--- config.mk ---
export PLATFORM = sky130hd
export DESIGN_NAME = iob_zrle
export DESIGN_NICKNAME = d
export VERILOG_FILES = /design/src/rtl/iob_zrle_pkg.sv /design/src/rtl/iob_zrle_slot.sv /design/src/rtl/iob_zrle.sv
export SDC_FILE = /design/constraint.sdc
export NUM_CORES = 1
export LEC_CHECK = 0
export CORE_MARGIN = 2
export CORE_UTILIZATION = 35
export DETAILED_ROUTE_END_ITERATION = 8
export GPL_TIMING_DRIVEN = 0
export PLACE_DENSITY = 0.64
export SYNTH_ARGS = -nofsm -noshare
export SYNTH_HDL_FRONTEND = slang
export SYNTH_SLANG_ARGS = --single-unit
--- constraint.sdc ---
create_clock -name clk_i -period 2.75 [get_ports clk_i]
set_clock_uncertainty 0.15 [all_clocks]
set_input_delay 0.6875 -clock clk_i [delete_from_list [all_inputs] [get_ports clk_i]]
set_output_delay 0.6875 -clock clk_i [all_outputs]
set_load 0.02 [all_outputs]
--- src/rtl/iob_zrle_pkg.sv ---
// iob_zrle_pkg: shared token encoding, run-length defaults and encoder state view for the zero-run-length encoder
package iob_zrle_pkg;
  localparam int RUN_W_DEF = 8;
  localparam int RUN_MAX_DEF = (1 << RUN_W_DEF) - 1;
  localparam logic IS_RUN = 1'b1;
  localparam logic IS_LIT = 1'b0;
  typedef enum logic [1:0] {ST_LIT, ST_RUN, ST_PEND} zrle_state_e;
endpackage

--- src/rtl/iob_zrle_slot.sv ---
// iob_zrle_slot: one-entry registered token slot with valid/ready hold semantics
module iob_zrle_slot
  import iob_zrle_pkg::*;
#(
  parameter int DATA_W = 32
) (
  input  logic              clk,
  input  logic              cke,
  input  logic              arst_n,
  input  logic              clr,
  input  logic              load,
  input  logic [DATA_W-1:0] load_data,
  input  logic              load_is_run,
  input  logic              ready,
  output logic              valid,
  output logic [DATA_W-1:0] data,
  output logic              is_run
);
  always_ff @(posedge clk or negedge arst_n) begin
    if (!arst_n) begin
      valid  <= 1'b0;
      data   <= '0;
      is_run <= IS_LIT;
    end else if (cke) begin
      if (clr) begin
        valid  <= 1'b0;
        data   <= '0;
        is_run <= IS_LIT;
      end else if (load) begin
        valid  <= 1'b1;
        data   <= load_data;
        is_run <= load_is_run;
      end else if (ready) begin
        valid  <= 1'b0;
      end
    end
  end
endmodule

--- src/rtl/iob_zrle.sv ---
// iob_zrle: zero-run-length encoder emitting literal tokens and saturating zero-run tokens
module iob_zrle
  import iob_zrle_pkg::*;
#(
  parameter int DATA_W = 32,
  parameter int RUN_W  = RUN_W_DEF
) (
  input  logic              clk_i,
  input  logic              cke_i,
  input  logic              arst_n_i,
  input  logic              rst_i,
  input  logic [DATA_W-1:0] data_i,
  input  logic              valid_i,
  output logic              ready_o,
  input  logic              flush_i,
  output logic [DATA_W-1:0] data_o,
  output logic              is_run_o,
  output logic              valid_o,
  input  logic              ready_i,
  output logic              run_pending_o
);
  localparam logic [RUN_W-1:0] RUN_MAX = '1;
  logic [RUN_W-1:0]  run_cnt, run_cnt_n;
  logic              pend_valid, pend_valid_n;
  logic [DATA_W-1:0] pend_data, pend_data_n;
  logic              slot_free, accept, zero, load, load_is_run;
  logic [DATA_W-1:0] load_data;
  zrle_state_e       state;
  assign slot_free     = !valid_o || ready_i;
  assign ready_o       = slot_free && !pend_valid && !flush_i;
  assign accept        = valid_i && ready_o && cke_i;
  assign zero          = data_i == '0;
  assign run_pending_o = state != ST_LIT;
  always_comb state = pend_valid ? ST_PEND : (run_cnt != '0 ? ST_RUN : ST_LIT);
  always_comb begin
    run_cnt_n    = run_cnt;
    pend_valid_n = pend_valid;
    pend_data_n  = pend_data;
    load         = 1'b0;
    load_is_run  = IS_LIT;
    load_data    = '0;
    if (state == ST_PEND) begin
      if (slot_free) begin
        load         = 1'b1;
        load_data    = pend_data;
        pend_valid_n = 1'b0;
      end
    end else if (accept && zero) begin
      if (run_cnt == RUN_MAX - 1'b1) begin
        load        = 1'b1;
        load_is_run = IS_RUN;
        load_data   = DATA_W'(RUN_MAX);
        run_cnt_n   = '0;
      end else begin
        run_cnt_n = run_cnt + 1'b1;
      end
    end else if (accept) begin
      load = 1'b1;
      if (state == ST_LIT) begin
        load_data = data_i;
      end else begin
        load_is_run  = IS_RUN;
        load_data    = DATA_W'(run_cnt);
        run_cnt_n    = '0;
        pend_valid_n = 1'b1;
        pend_data_n  = data_i;
      end
    end else if (flush_i && state == ST_RUN && slot_free) begin
      load        = 1'b1;
      load_is_run = IS_RUN;
      load_data   = DATA_W'(run_cnt);
      run_cnt_n   = '0;
    end
  end
  always_ff @(posedge clk_i or negedge arst_n_i) begin
    if (!arst_n_i) begin
      run_cnt    <= '0;
      pend_valid <= 1'b0;
      pend_data  <= '0;
    end else if (cke_i) begin
      if (rst_i) begin
        run_cnt    <= '0;
        pend_valid <= 1'b0;
        pend_data  <= '0;
      end else begin
        run_cnt    <= run_cnt_n;
        pend_valid <= pend_valid_n;
        pend_data  <= pend_data_n;
      end
    end
  end
  iob_zrle_slot #(.DATA_W(DATA_W)) u_slot (
    .clk         (clk_i),
    .cke         (cke_i),
    .arst_n      (arst_n_i),
    .clr         (rst_i),
    .load        (load),
    .load_data   (load_data),
    .load_is_run (load_is_run),
    .ready       (ready_i),
    .valid       (valid_o),
    .data        (data_o),
    .is_run      (is_run_o)
  );
endmodule

==> impl_metrics.toml <==
[setup_path]
worstRegToRegCells = 10
endpoint_kind = "output pin"
worstSetupPathType = "reg2out"
r2r_slack_ns = 0.10
worstPathArrival_ns = 1.90
cp-start-kind = "flip-flop"
r2r-start = "run_cnt[0]"
required_ns = 1.91
critPathMaxFanout = 6
r2r-end = "u_slot.data[20]"

[min_path]
min_path_type = "in2async"

[logic_synthesis]
synth_flop_cell = "dfrtp_1"
ys_async_sr_fraction_pct = 100.0
postSynthCellCount = 333
synth-simple-area-share_pct = 14.03
synth.distinct_cells = 45
synth_top_family_by_area = "compound AO/OA/AOI/OAI gates"
synth-compound-area-share_pct = 27.52
synthAdderAreaFrac_pct = 1.063
syn_area_per_cell_um2 = 10.61
netlist_area_um2 = 3532
synth_xor_xnor_area_share_pct = 0.2480
synth_seq_cells = 75
syn-num-nets = 375
ys_warn_count = 0
synth-edff-count = 0
synthMuxAreaShare_pct = 0
ys_seq_area_share_pct = 53.13

[clock_tree]
clock_sinks = 75
cts_buffers = 9
clk_pin_slew_ns = 0.09
htreeDepth = 3
cts_root_buffer = "clkbuf_8"
clk_path_buf_depth = 2
tritoncts = "done"
clk_latency_ns = 0.35

[detailed_routing]
ant_nets = 0
via_count = 3203
wl_per_cell_um = 17.37
routed_via_density = 5.522
dr.first_iter.drc_count = 226
drtPass1Iterations = 4
routed_wl_mm = 10.08
drc = 0

[timing]
final-setup-viol-count = 0
worst_slew_pin_slew_ns = 0.5329
rsz0062_at_grt = "yes"
period_needed_ns = 2.736
worst_slack_ns = 0.01398
drv_slew = 0
fin_tns_setup_ns = 0
relSlewSlack_pct = 64.28
hold_ws_ns = 0.1153
post-route-period-util_pct = 99.49
finalHoldViolations = 0
fmaxAchievable_mhz = 365.5

[global_route]
overflow = 0
grt_pass1_wl_mm = 16.44
grt_use_total_pct = 18.71
antenna_found_initial = 0
grt_max_degree = 43
first_global_vias = 3126

[finish]
drive_above_1_share_pct = 20.81
layout_common_cells = "71 x dfrtp_1, 59 x clkdlybuf4s50_1, 38 x a21oi_1, 36 x nor2_1, 33 x a22o_1"
finalNetCount = 484
layout_commonest_cell = "dfrtp_1"
diodes = 0
area_growth_pct = 42.76
fin_util_pct = 51.59

[place]
port_buffers = 73
dp_hpwl_mm = 6.816
dp_slack_ns = -1.050
place.gp.congestion = 0.8646

[floorplan]
floorplan.initialDensity_pct = 36.14
fp.dieH_um = 104.5
die-area_um2 = 10910
core_area_um2 = 9774
die_w_um = 104.5
ioPinCount = 75
placement_rows = 36

[power]
p_per_area_nw_per_um2 = 516.7
ir_worst_vdd_mv = 0.2965
power_leakage_nw = 2.195
power_mw = 2.605

[run_status]
status = "finished clean"

[flow_run]
maxCapViolCount = 0
## synthesized netlist by cell type (2+ instances only)
master	instances	area share, %
nand4_1	3	0.53
o32a_1	6	1.7
and2_1	7	1.2
a31oi_1	4	0.71
a22o_1	33	8.2
a22oi_1	25	5.3
a21oi_1	39	5.5
o21ai_0	12	1.7
nor3_1	5	0.71
inv_1	5	0.53
buf_2	6	0.85
nand2b_1	2	0.35
nor4_1	9	1.6
dfrtp_1	75	53
o31ai_1	2	0.42
and3_1	2	0.35
nor2b_1	2	0.35
nand2_1	12	1.3
and4_2	3	0.85
ha_1	3	1.1
nand3_1	5	0.71
nor2_1	37	3.9
clkbuf_1	11	1.2
buf_6	3	0.96
a2111o_1	2	0.64
## report_power, final
| part | switching [mW] | total [mW] | internal (mW) |
|---|---|---|---|
| Sequential | 0.0367 | 1.20 | 1.17 |
| Clock | 0.463 | 0.898 | 0.435 |
| Combinational | 0.269 | 0.503 | 0.234 |
| Total | 0.769 | 2.61 | 1.84 |
## cell families (layout without fill, tap and decap cells)
| kind of cell | count (synthesis) | after routing |
|---|---|---|
| AO/OA/AOI/OAI | 133 | 133 |
| AND/OR/NAND/NOR | 94 | 94 |
| flip-flops | 75 | 75 |
| buffers and inverters | 27 | 141 |
| adder cells (fa/ha/maj) | 3 | 3 |
| XOR/XNOR | 1 | 1 |
## critical path: stages (launching register included)
cell	delay (ns)
dfrtp_2	0.45
or4_4	0.56
nor4_4	0.30
inv_2	0.10
buf_6	0.14
## worst max path at each step
stage | startpoint | endpoint | depth (start not counted)
final | run_cnt[6] | run_pending_o | 4
after global routing | run_cnt[6] | run_pending_o | 4
after CTS | data_i[2] | pend_data[19] | 8
after detailed placement | cke_i | pend_data[28] | 7
after global placement | arst_n_i | run_cnt[1] | 1
after floorplan | ready_i | u_slot.data[0] | 6
## layout make-up
cell class,count,area (µm²)
inverters,6,22.52
plain buffers,21,142.6
multi-input cells,231,1658
clock inverters,7,82.58
well taps,133,166.4
repair buffers,98,964.7
clock buffers,9,123.9
flip-flops and latches,75,1882
fillers,912,4732
## metal layers
| metal | vias up | GRT usage (%) | wire length [µm] |
|---|---|---|---|
| met5 | - | 0 | 0 |
| met4 | 0 | 5.598 | 153 |
| met3 | 13 | 3.383 | 414 |
| met2 | 93 | 28.10 | 4641 |
| met1 | 1607 | 27.47 | 4867 |
| li1 | 1490 | - | - |
## timing repair
item,in CTS,in global routing
buffers inserted,16,10
resized for setup,32,27
setup endpoints to repair,76,70
hold buffers,0,0
pin swaps,5,14
## sequential cells by signal, indices dropped and copies added, names as in the netlist
signal / cells
u_slot.valid: 1
pend_valid: 1
u_slot.is_run: 1
u_slot.data: 32
pend_data: 32
run_cnt: 8
## per-stage QoR
step,cell area [µm²],cells
after floorplan,3532,333
after global placement,4429,539
after detailed placement,4447,540
after CTS,4860,572
after global routing,5042,580
final,5042,580
Note: power is estimated with default switching activity, not from simulation.
